==> config.mk <==
export PLATFORM = sky130hd
export DESIGN_NAME = sum_divider_seq_flat
export DESIGN_NICKNAME = d
export VERILOG_FILES = /design/src/rtl/sum_divider_seq_if.sv /design/src/rtl/sum_divider_seq.sv /design/src/flat_wrapper.sv
export SDC_FILE = /design/constraint.sdc
export NUM_CORES = 1
export LEC_CHECK = 0
export ABC_AREA = 0
export BUFFER_PORTS_ARGS = -buffer_cell sky130_fd_sc_hd__buf_2
export CORE_MARGIN = 8
export CORE_UTILIZATION = 30
export DETAILED_ROUTE_END_ITERATION = 10
export GPL_TIMING_DRIVEN = 0
export PLACE_DENSITY = 0.49
export SYNTH_ARGS = -nofsm -noshare
export SYNTH_HDL_FRONTEND = slang
export SYNTH_SLANG_ARGS = --single-unit
==> constraint.sdc <==
create_clock -name clk -period 4.6 [get_ports clk]
set_input_delay 0.46 -clock clk [delete_from_list [all_inputs] [get_ports clk]]
set_output_delay 0.46 -clock clk [all_outputs]
set_load 0.01 [all_outputs]
==> src/rtl/sum_divider_seq_if.sv <==
// Handshake bundle for sum_divider_seq: dividend input channel, result output channel and busy flag.
// The slave modport is the divider's view; the master modport is the producer/consumer side.
interface sum_divider_seq_if #(
    parameter int WIDTH = 12,
    parameter int DIV_W = 2
);
    logic             in_valid;
    logic             in_ready;
    logic [WIDTH-1:0] in_data;
    logic             out_valid;
    logic             out_ready;
    logic [WIDTH-1:0] quotient;
    logic [DIV_W-1:0] remainder;
    logic             busy;

    modport slave (
        input  in_valid,
        input  in_data,
        input  out_ready,
        output in_ready,
        output out_valid,
        output quotient,
        output remainder,
        output busy
    );

    modport master (
        output in_valid,
        output in_data,
        output out_ready,
        input  in_ready,
        input  out_valid,
        input  quotient,
        input  remainder,
        input  busy
    );
endinterface

==> src/rtl/sum_divider_seq.sv <==
// Sequential restoring divider by a constant: one quotient bit per clock, valid/ready on both sides.
// Optional round-to-nearest of the quotient when SUM_DIVIDER_ROUND_EN is defined.
module sum_divider_seq #(
    parameter int WIDTH   = 12,
    parameter int DIVISOR = 3,
    parameter int DIV_W   = 2
) (
    input  logic              clk,
    input  logic              rst_n,
    sum_divider_seq_if.slave  dbus
);

    localparam int                CNT_W     = (WIDTH > 1) ? $clog2(WIDTH) : 1;
    localparam logic [DIV_W:0]    DIVISOR_C = (DIV_W + 1)'(DIVISOR);
    localparam logic [CNT_W-1:0]  CNT_LOAD  = CNT_W'(WIDTH - 1);

    generate
        if ((WIDTH < 2) || (DIVISOR < 2) || (DIVISOR > (2 ** DIV_W) - 1)) begin : g_bad_params
            $error("sum_divider_seq: illegal WIDTH/DIVISOR/DIV_W combination");
        end
    endgenerate

    typedef enum logic [1:0] {
        IDLE = 2'd0,
        CALC = 2'd1,
        DONE = 2'd2
    } state_t;

    state_t            state_q;
    logic [CNT_W-1:0]  cnt_q;
    logic [WIDTH-1:0]  dvd_q;
    logic [DIV_W:0]    prem_q;
    logic [WIDTH-1:0]  quo_acc_q;
    logic [WIDTH-1:0]  quotient_q;
    logic [DIV_W-1:0]  remainder_q;
    logic              out_valid_q;
    logic              in_ready_q;
    logic              busy_q;

    logic [DIV_W:0]    prem_shift_s;
    logic              step_ge_s;
    logic [DIV_W:0]    prem_d;
    logic [WIDTH-1:0]  dvd_d;
    logic [WIDTH-1:0]  quo_acc_d;
    logic [WIDTH-1:0]  quo_final_d;
`ifdef SUM_DIVIDER_ROUND_EN
    logic [DIV_W+1:0]  rem_x2_s;
`endif

    // One restoring-division step; the partial remainder is always < DIVISOR so the shift never loses a bit.
    always_comb begin
        prem_shift_s = (prem_q << 1'b1) | {{DIV_W{1'b0}}, dvd_q[WIDTH-1]};
        step_ge_s    = (prem_shift_s >= DIVISOR_C);
        if (step_ge_s) begin
            prem_d = prem_shift_s - DIVISOR_C;
        end else begin
            prem_d = prem_shift_s;
        end
        dvd_d     = dvd_q << 1'b1;
        quo_acc_d = (quo_acc_q << 1'b1) | {{(WIDTH-1){1'b0}}, step_ge_s};
    end

`ifdef SUM_DIVIDER_ROUND_EN
    // Round to nearest on the last step, saturating so the quotient cannot wrap.
    always_comb begin
        rem_x2_s = {prem_d, 1'b0};
        if ((rem_x2_s >= {1'b0, DIVISOR_C}) && (quo_acc_d != {WIDTH{1'b1}})) begin
            quo_final_d = quo_acc_d + WIDTH'(1);
        end else begin
            quo_final_d = quo_acc_d;
        end
    end
`else
    // Truncating division: the final quotient is the accumulated bits as-is.
    always_comb begin
        quo_final_d = quo_acc_d;
    end
`endif

    // Control FSM, datapath registers and registered handshake outputs.
    always_ff @(posedge clk) begin
        if (!rst_n) begin
            state_q     <= IDLE;
            cnt_q       <= {CNT_W{1'b0}};
            dvd_q       <= {WIDTH{1'b0}};
            prem_q      <= {(DIV_W+1){1'b0}};
            quo_acc_q   <= {WIDTH{1'b0}};
            quotient_q  <= {WIDTH{1'b0}};
            remainder_q <= {DIV_W{1'b0}};
            out_valid_q <= 1'b0;
            in_ready_q  <= 1'b1;
            busy_q      <= 1'b0;
        end else begin
            case (state_q)
                IDLE: begin
                    if (dbus.in_valid) begin
                        dvd_q      <= dbus.in_data;
                        prem_q     <= {(DIV_W+1){1'b0}};
                        quo_acc_q  <= {WIDTH{1'b0}};
                        cnt_q      <= CNT_LOAD;
                        in_ready_q <= 1'b0;
                        busy_q     <= 1'b1;
                        state_q    <= CALC;
                    end else begin
                        in_ready_q <= 1'b1;
                        busy_q     <= 1'b0;
                    end
                end
                CALC: begin
                    prem_q    <= prem_d;
                    dvd_q     <= dvd_d;
                    quo_acc_q <= quo_acc_d;
                    if (cnt_q == {CNT_W{1'b0}}) begin
                        quotient_q  <= quo_final_d;
                        remainder_q <= prem_d[DIV_W-1:0];
                        out_valid_q <= 1'b1;
                        state_q     <= DONE;
                    end else begin
                        cnt_q <= cnt_q - CNT_W'(1);
                    end
                end
                DONE: begin
                    if (dbus.out_ready) begin
                        out_valid_q <= 1'b0;
                        in_ready_q  <= 1'b1;
                        busy_q      <= 1'b0;
                        state_q     <= IDLE;
                    end else begin
                        out_valid_q <= 1'b1;
                    end
                end
                default: begin
                    // Unreachable encoding: fall back to a clean idle without a result.
                    out_valid_q <= 1'b0;
                    in_ready_q  <= 1'b1;
                    busy_q      <= 1'b0;
                    state_q     <= IDLE;
                end
            endcase
        end
    end

    assign dbus.in_ready  = in_ready_q;
    assign dbus.out_valid = out_valid_q;
    assign dbus.quotient  = quotient_q;
    assign dbus.remainder = remainder_q;
    assign dbus.busy      = busy_q;

endmodule
==> src/flat_wrapper.sv <==
// flat-port wrapper written by rule: the top's interface ports become plain ports
module sum_divider_seq_flat 
#(
    parameter int WIDTH   = 12,
    parameter int DIVISOR = 3,
    parameter int DIV_W   = 2
)
  (clk, rst_n, dbus_in_valid, dbus_in_data, dbus_out_ready, dbus_in_ready, dbus_out_valid, dbus_quotient, dbus_remainder, dbus_busy);
  sum_divider_seq_if #(.WIDTH(WIDTH), .DIV_W(DIV_W)) dbus_i ();
  input  logic clk;
  input  logic rst_n;
  input wire logic [$bits(dbus_i.in_valid)-1:0] dbus_in_valid;
  input wire logic [$bits(dbus_i.in_data)-1:0] dbus_in_data;
  input wire logic [$bits(dbus_i.out_ready)-1:0] dbus_out_ready;
  output wire logic [$bits(dbus_i.in_ready)-1:0] dbus_in_ready;
  output wire logic [$bits(dbus_i.out_valid)-1:0] dbus_out_valid;
  output wire logic [$bits(dbus_i.quotient)-1:0] dbus_quotient;
  output wire logic [$bits(dbus_i.remainder)-1:0] dbus_remainder;
  output wire logic [$bits(dbus_i.busy)-1:0] dbus_busy;
  assign dbus_i.in_valid = dbus_in_valid;
  assign dbus_i.in_data = dbus_in_data;
  assign dbus_i.out_ready = dbus_out_ready;
  assign dbus_in_ready = dbus_i.in_ready;
  assign dbus_out_valid = dbus_i.out_valid;
  assign dbus_quotient = dbus_i.quotient;
  assign dbus_remainder = dbus_i.remainder;
  assign dbus_busy = dbus_i.busy;
  sum_divider_seq #(.WIDTH(WIDTH), .DIVISOR(DIVISOR), .DIV_W(DIV_W)) u_core (.clk(clk), .rst_n(rst_n), .dbus(dbus_i));
endmodule
==> impl_summary.md, run 1 <==
Timing
Dividing the final minimum period by the clock period gives 0.377. Setup repair after global routing left no endpoint under its margin. At the pin with the least slew margin, the transition time is ~600 ps.

The number of failing hold endpoints at the final stage is 0. Measured against its own limit, the worst slew margin works out to 0.602. The sum of negative setup slack is 0 ps. Setup slack closes at ~2900 ps. The post-route minimum period is 1730 ps. Derived from the worst setup path, the maximum achievable clock frequency is 577 MHz. Setup violations remaining at the end of the flow were counted as 0. The count of final max-slew check failures is 0. The worst hold-check slack is 427 ps.

The worst clock skew is 6.69 ps.

Yosys
The share of synthesized area in the top cell type comes to 0.467. The summed instance area of the synthesized netlist is 2060 sq um. After synthesis, the share of flip-flops with an asynchronous set or reset is 0. Yosys printed 0 warnings. The dominant synthesized flop cell is sky130_fd_sc_hd__dfxtp_1. The sequential element share of the synthesized area is 0.467. The netlist uses between 40 and 50 different library cells.

The average size of a mapped cell is 9.15 sq um. The count of mapped cells out of synthesis is 225. The biggest area contributor in the post-synthesis netlist is sky130_fd_sc_hd__dfxtp_1.

The number of nets produced by synthesis is between 200 and 250. By area the synthesized netlist is led by sky130_fd_sc_hd__dfxtp_1 47%, sky130_fd_sc_hd__mux2i_1 5.8%, sky130_fd_sc_hd__nand2_1 4.9%. The register bit total from synthesis is 48. Counting flops with a built-in enable in the synthesized netlist gives 0.

Worst hold path
The hold path depth is 3. The path class of the tightest hold or removal check is in2reg. For hold timing, the worst endpoint is u_core.dvd_q[0]. In this run the most critical hold path is launched from dbus_in_data[0].

Final layout
The share of post-route cells with drive strength above 1 is 0.212. The count of inserted antenna diode cells is 0. The layout has 710 filler cells. For this run, the post-layout net count is 284.

The final instance area is 2430 sq um. The area growth from synthesis to layout is 18.1%.

Global route
The pin count of the biggest net entering global routing is 17. The first global-routing pass estimated 8520 microns of wire. The initial antenna violation count is 0. The total routing resource utilization after global routing is 0.108.

The final global-route overflow total is 0. The number of global-route vias before repair is 1718.

Setup path
The depth of the worst register-to-register path is 7. The worst setup path is launched from a flop. The worst register-to-register path ends at u_core.quo_acc_q[4].

For this design, the slowest cell found on the critical path is sky130_fd_sc_hd__dfxtp_1. The worst endpoint data arrival time is 1980 ps. The launching point of the worst reg2reg path is u_core.state_q[0].

The signal on the critical path passes through inv_1 > ha_1 > buf_6 > mux2i_2 > buf_2 > a32oi_1 > nor2_1. The largest fanout on the critical path is 10. The worst stage delay on the critical path is 380 ps. Setup slack on the worst reg-to-reg path comes out at approximately 2900 ps. In this run the worst setup path begins at u_core.state_q[0].

The setup path with the least slack is of type reg2reg. At the worst endpoint, the required time is 4850 ps. STA classifies the critical path endpoint as a flop.

CTS
The clock passes through at most 2 buffers. The buffer type at the clock tree root is sky130_fd_sc_hd__clkbuf_8. The number of instances resized during post-cts repair is 0. TritonCTS built the clock tree.

In this run, CTS created clock tree buffers numbering 5. At the later pin of the worst-skew pair, clock insertion delay measures 300 ps. The number of hold-repair buffers added at the cts stage is 0. The clock transition at the registers of the reported paths is 100 ps. The buffers inserted during post-CTS setup optimization is 0. CTS built an H-tree with a depth of 2. The tree built by TritonCTS fans out to 48 sinks.

Placed design
The count of buffers added on input and output ports is 31. The placed wire-length estimate is approximately 3500 microns. The instance area at placement is roughly 2300 sq um. The final estimated routing congestion in global placement is 0.722. The setup slack at placement is about 2900 ps.

Power
The worst-case IR drop observed on VDD is 169 uV. Dividing total power by cell area gives a power density of 527 nW/um^2. In this run the static leakage power is 0.971 nW. The design draws 0.00128 W.

Route
The detail route stage leaves a number of antenna-violating nets equal to 0. The DRC marker count from the first detailed-route iteration is 102. The final layout contains routed wiring with a total length of a little over 5000 microns. The number of optimization iterations in the first detailed-route pass is 4. The wire length per cell is 14.8 microns. Using the TritonRoute via totals, the vias-per-cell ratio works out to 4.90. The residual DRC count is 0.

The routed via count is 1686.

Run status
The run finished with clean final reports.

Floorplanning
The floorplan step set the die height to 98.8 microns. The die area is 9770 sq um. During I/O placement, the number of pins put on the boundary was 33. The core area is ~6700 sq um. The initial utilization of the core area, before any placement, comes to 0.306.

The placement row count is 30. In this run the horizontal extent of the chip is 98.8 microns.

Run
The tool flagged a number of max-cap violations equal to 0.
[power breakdown]
group	leakage, nW	switching, W	internal, W
registers	0.391	0.0000399	0.000477
logic	0.521	0.000263	0.000185
clock network	0.0583	0.000152	0.000164
total	0.971	0.000454	0.000826
[layout make-up]
class                   count  area (sq um)  area share
plain buffers              18           101      0.0417
inverters                   7          26.3      0.0108
clock buffers               5          68.8      0.0283
flip-flops and latches     48           961       0.395
well taps                  80           100      0.0412
clock inverters             3          47.5      0.0196
multi-input cells         152           970       0.399
repair buffers             31           155      0.0639
[flip-flops by register name (all words and copies together), names as in the netlist, 2 cells and up]
signal / flops
u_core.quo_acc_q: 11
u_core.cnt_q: 4
u_core.dvd_q: 12
u_core.state_q: 2
u_core.prem_q: 2
u_core.dbus.quotient: 12
u_core.dbus.remainder: 2
[worst max-delay path by stage]
stage	endpoint	slack [ps]	cells past startpoint
CTS	u_core.quo_acc_q[6]	2870	7
floorplan	u_core.cnt_q[2]	3100	6
detailed placement	u_core.quo_acc_q[6]	2890	7
finish	u_core.quo_acc_q[4]	2870	7
global route	u_core.quo_acc_q[5]	2740	7
global placement	u_core.quo_acc_q[4]	2890	7
[routing by layer]
| layer | track usage | part of all wire |
|---|---|---|
| met5 | 0 | 0 |
| met2 | 0.167 | 0.41 |
| met4 | 0.0354 | 0.010 |
| met1 | 0.138 | 0.52 |
| met3 | 0.0359 | 0.054 |
[per-stage QoR]
step / cells / util
6_report: 344 / 0.362
5_1_grt: 344 / 0.362
4_1_cts: 344 / 0.362
2_1_floorplan: 225 / -
3_5_place_dp: 336 / 0.344
3_3_place_gp: 336 / 0.344
[worst max-delay path, delay by kind of cell, from the launching register on]
kind                     cells  cell delay [ps]
AO/OA/AOI/OAI                1               80
adder cells (fa/ha/maj)      1              210
buffers and inverters        3              530
flip-flops                   1              380
multiplexers                 1              380
AND/OR/NAND/NOR              1              110
[cell usage in the layout, fill, tap and decap left out, types with 3 or more instances in the layout]
cell / instances
sky130_fd_sc_hd__mux2i_1: 12
sky130_fd_sc_hd__a21oi_1: 19
sky130_fd_sc_hd__nor2_1: 27
sky130_fd_sc_hd__nor3_1: 5
sky130_fd_sc_hd__dfxtp_1: 48
sky130_fd_sc_hd__a32oi_1: 11
sky130_fd_sc_hd__clkbuf_8: 5
sky130_fd_sc_hd__inv_1: 6
sky130_fd_sc_hd__ha_1: 5
sky130_fd_sc_hd__o21ai_0: 3
sky130_fd_sc_hd__clkbuf_1: 5
sky130_fd_sc_hd__a211oi_1: 12
sky130_fd_sc_hd__nand2_1: 27
sky130_fd_sc_hd__buf_2: 40
[cell usage after synthesis, drive strengths merged, types with 2 or more instances]
| cell type | number |
|---|---|
| nand2 | 27 |
| inv | 6 |
| a31oi | 2 |
| a311oi | 3 |
| a21oi | 19 |
| mux2i | 13 |
| a211oi | 12 |
| o21ai | 4 |
| dfxtp | 48 |
| o211ai | 2 |
| buf | 13 |
| nand2b | 2 |
| a32oi | 11 |
| nand3 | 2 |
| ha | 5 |
| nor3 | 5 |
| nor2 | 27 |
| clkbuf | 5 |
| a211o | 2 |
[kinds of logic (layout without fill, tap and decap cells)]
| logic type | count (synthesis) | in the layout | share of synthesized area |
|---|---|---|---|
| compound gates | 61 | 61 | 0.209 |
| fa+ha+maj | 5 | 5 | 0.0304 |
| buf+inv | 25 | 64 | 0.0620 |
| flops | 48 | 48 | 0.467 |
| mux | 14 | 14 | 0.0723 |
| simple gates | 72 | 72 | 0.160 |
Power figures use the tool's default switching activity.
==> run 2, diff against run 1 <==
--- a/config.mk
+++ b/config.mk
@@ -5,7 +5,7 @@
 export SDC_FILE = /design/constraint.sdc
 export NUM_CORES = 1
 export LEC_CHECK = 0
-export ABC_AREA = 0
+export ABC_AREA = 1
 export BUFFER_PORTS_ARGS = -buffer_cell sky130_fd_sc_hd__buf_2
 export CORE_MARGIN = 8
 export CORE_UTILIZATION = 30
==> constraint.sdc (replaced) <==
create_clock -name clk -period 1.67 [get_ports clk]
set_input_delay 0.167 -clock clk [delete_from_list [all_inputs] [get_ports clk]]
set_output_delay 0.167 -clock clk [all_outputs]
set_load 0.01 [all_outputs]
==> run 2 against run 1 <==
Against the previous run:
- register-to-register slack got worse by 2800 ps
- clock-buffer cell count unchanged
- combinational power increased by 74%
- sequential power increased to 2.6 times the previous value
- area after synthesis decreased by 3.7%
- sequential share of layout area increased by 0.67 points
==> impl_summary.md, run 2 <==
Timing
The total setup violations reported at the end of the flow is 0 (unchanged). The worst hold-check slack came to 122 ps (-304 ps). The count of final max-slew check failures is 0 (unchanged). Setup repair after global routing could not meet its margin everywhere. The peak clock frequency supported by timing is 641 MHz (+11%). The transition time at the pin with the least slew margin is 503 ps (-94.8 ps). The portion of the clock cycle consumed by the worst path in the final layout was 0.935 (+0.558). The number of failing hold endpoints at the final stage is 0 (unchanged). The worst clock skew is 8.80 ps (+2.11 ps). The post-route minimum period was 1560 ps (-172 ps). The relative slew slack came to 0.665 (+0.0632).

Floorplanning
The number of ports placed on the die boundary is 33 (unchanged). The initial cell density of the core is 0.310 (+0.00401). The placement row count is 29 (-3.3%). The y dimension of the die is 97.3 microns (-1.6%). The core area is 6390 sq um (-5.0%). The die extent in x was 97.3 microns (-1.6%). The die area came to 9460 sq um (-3.1%).

CTS
The clock tree from TritonCTS is yes. The maximum clock path buffer count came to 2 (unchanged). The clock insertion delay at the later pin of the skew report is 300 ps (about the same). The number of H-tree levels is 2 (unchanged).

The total clock sinks is 48 (unchanged). The TritonCTS buffer count is 5 (unchanged). The buffer type at the clock tree root is sky130_fd_sc_hd__clkbuf_8. The clock transition at the registers of the reported paths is 100 ps (about the same).

Yosys
The summed instance area of the synthesized netlist is 1980 sq um (-3.7%). The count of mapped cells out of synthesis came to 267 (+19%). The mux share of post-synthesis cell area is 0 (-0.0723). The number of enable flip-flop cells after synthesis was 0 (unchanged). The largest total area in the synthesized netlist belongs to sky130_fd_sc_hd__dfxtp_1. The post-synthesis simple-gate area fraction is 0.234 (+0.0737). The number of nets produced by synthesis is 288 (+17%).

The fraction of synthesis flops using an asynchronous set or reset pin is 0 (unchanged). The leading cell type by number of instances after synthesis is sky130_fd_sc_hd__nand2_1. The area share of xor/xnor cells in the synthesized design is 0.00442 (+0.00442).

The sequential element share of the synthesized area came to 0.485 (+0.0180). The register bit total from synthesis came to 48 (unchanged). The number of synthesis warnings is 0 (unchanged). The share of Yosys cell area claimed by the top area cell type is 0.485 (+0.0180). By area, the combinational part of the netlist is dominated by simple AND/OR/NAND/NOR gates. The average size of a mapped cell was 7.42 sq um (-19%).

The dominant synthesized flop cell is sky130_fd_sc_hd__dfxtp_1. The distinct cell type count after synthesis is 21 (-49%). Yosys attributes the largest share of cell area to sky130_fd_sc_hd__dfxtp_1 48%, sky130_fd_sc_hd__nand2_1 19%, sky130_fd_sc_hd__a21oi_1 8.6%. The adder-cell area share of the yosys netlist is 0.0316 (+0.00117).

Sorting the synthesized cells by how often they occur yields 98 x sky130_fd_sc_hd__nand2_1, 48 x sky130_fd_sc_hd__dfxtp_1, 34 x sky130_fd_sc_hd__a21oi_1, 16 x sky130_fd_sc_hd__inv_1, 15 x sky130_fd_sc_hd__o21ai_0. The fraction of the mapped netlist area in compound gates is 0.176 (-0.0324).

Setup path
STA classifies the critical path endpoint as a flop. The worst endpoint data arrival time was 1740 ps (-240 ps). The largest fanout on the critical path is 10 (unchanged). The worst path required time was 1850 ps (-3000 ps).

The critical path in this run is classified as reg2reg. The startpoint kind of the worst setup timing path is a flop.

Power
The final total power was 0.00282 W (+120%). The part of the total power dissipated in combinational logic is 0.276 (-0.074). The switching part of the total power came to 0.342 (-0.0132).

The cell internal power dissipation was 0.00186 W (+120%). The net switching component of the power is 0.000964 W (+110%). The total power divided by cell area is 1180 nW/um^2 (+120%). The static leakage power is 1.00 nW (+3.5%).

The maximum vdd drop is 514 uV (+200%). The share of power burned in the clock network was 0.254 (+0.008). The share of power burned in registers came to 0.470 (+0.066).

Final layout
The share of post-route cells with drive strength above 1 was 0.202 (-0.0102). The commonest non-fill, non-tap cell in the layout is sky130_fd_sc_hd__nand2_1. The top cell types in the final layout, fill and taps aside, are 98 x sky130_fd_sc_hd__nand2_1, 47 x sky130_fd_sc_hd__dfxtp_1, 35 x sky130_fd_sc_hd__buf_2, 34 x sky130_fd_sc_hd__a21oi_1, 15 x sky130_fd_sc_hd__o21ai_0. The final cell utilization of the core is 0.375 (+0.0130).

The count of inserted antenna diode cells is 0 (unchanged). The number of nets in the layout came to 332 (+17%). The number of cells in the finished layout apart from fillers is 389 (+13%). From synthesis to final layout, the design area changed by 20.7%. The final instance area is 2390 sq um (-1.5%).

Route
The residual DRC count is 0 (unchanged). The final wirelength is 4730 microns (-7.2%). The routed via count is 1798 (+6.6%).

The residual antenna-violating net count after detailed routing came to 0 (unchanged). The number of optimization iterations in the first detailed-route pass is 4 (unchanged). The wire length per cell was 12.2 microns (-18%).

The average vias per placed instance is 4.62 (-5.7%). The DRC marker count from the first detailed-route iteration was 89 (-13%).

Global route
The pin count of the biggest net entering global routing was 17 (unchanged). The total routing resource utilization after global routing is 0.100 (-0.00814). The first-pass GRT wire length is 8160 microns (-4.3%). The number of global-route vias before repair was 1712 (-0.35%). The final global-route overflow total is 0 (unchanged).

The initial antenna violation count is 0 (unchanged).

Placed design
The number of instances in the placed design is 376 (+12%). The quantity of I/O buffers inserted on ports is 32 (+3.2%). The placed wire-length estimate was 3340 microns (-5.5%).

The final estimated routing congestion in global placement is 0.746 (+3.3%). The instance area at placement is 2240 sq um (-3.2%).

Worst hold path
The worst hold path class is in2reg.

Run
The count of max-cap constraint violations came to 0 (unchanged).

Run status
The run finished with clean final reports.
run 2: cells by family (layout without fill, tap and decap cells):
kind of cell             Yosys count  in the layout
AND/OR/NAND/NOR                  118            118
AO/OA/AOI/OAI                     64             64
flip-flops                        48             48
buffers and inverters             31             76
adder cells (fa/ha/maj)            5              5
XOR/XNOR                           1              1
run 2: critical path, stage by stage, from the launching register on:
cell and delay [ps]:
sky130_fd_sc_hd__dfxtp_2 340, sky130_fd_sc_hd__inv_2 60, sky130_fd_sc_hd__ha_1 150, sky130_fd_sc_hd__buf_6 130, sky130_fd_sc_hd__inv_2 80, sky130_fd_sc_hd__o21ai_4 270, sky130_fd_sc_hd__buf_2 280, sky130_fd_sc_hd__a31oi_1 120
run 2: power groups by stage:
stage,Sequential (W),Clock (W),Combinational (W)
floorplan,0.00135,0,0.000514
global placement,0.00135,0,0.000707
detailed placement,0.00135,0,0.000709
CTS,0.00132,0.000751,0.000712
global route,0.00134,0.000782,0.000882
finish,0.00133,0.000717,0.000778
run 2: worst paths after layout:
kind | startpoint | endpoint | slack (ps) | depth (start not counted)
max | u_core.state_q[1] | u_core.dvd_q[8] | 110 | 7
min | dbus_in_data[5] | u_core.dvd_q[5] | 120 | 3
max reg2reg | u_core.state_q[1] | u_core.dvd_q[8] | 110 | 7
min reg2reg | u_core.dbus.quotient[4] | u_core.dbus.quotient[4] | 470 | 2
run 2: final cells by class:
cell class	count	area, sq um
repair buffers	37	198
flip-flops and latches	48	962
multi-input cells	188	893
inverters	18	67.6
clock inverters	3	23.8
fillers	698	3990
well taps	77	96.3
clock buffers	5	68.8
plain buffers	13	82.6
run 2: metal layers:
metal / GRT usage / share of wire
met4: 0.0385 / 0.0099
met3: 0.0206 / 0.026
met2: 0.156 / 0.44
met5: 0 / 0
met1: 0.132 / 0.52
run 2: through the flow:
stage                     setup slack (ps)  TNS, ps
after floorplan                        291        0
after global placement                74.0        0
after detailed placement              60.5        0
after CTS                             26.0        0
after global routing                 -2.47    -4.61
final                                  109        0
run 2: what timing repair did:
| item | CTS | global route |
|---|---|---|
| endpoints found under the setup margin | 0 | 35 |
| hold buffers | 0 | 0 |
| setup buffers | 0 | 4 |
| resized for setup | 0 | 11 |
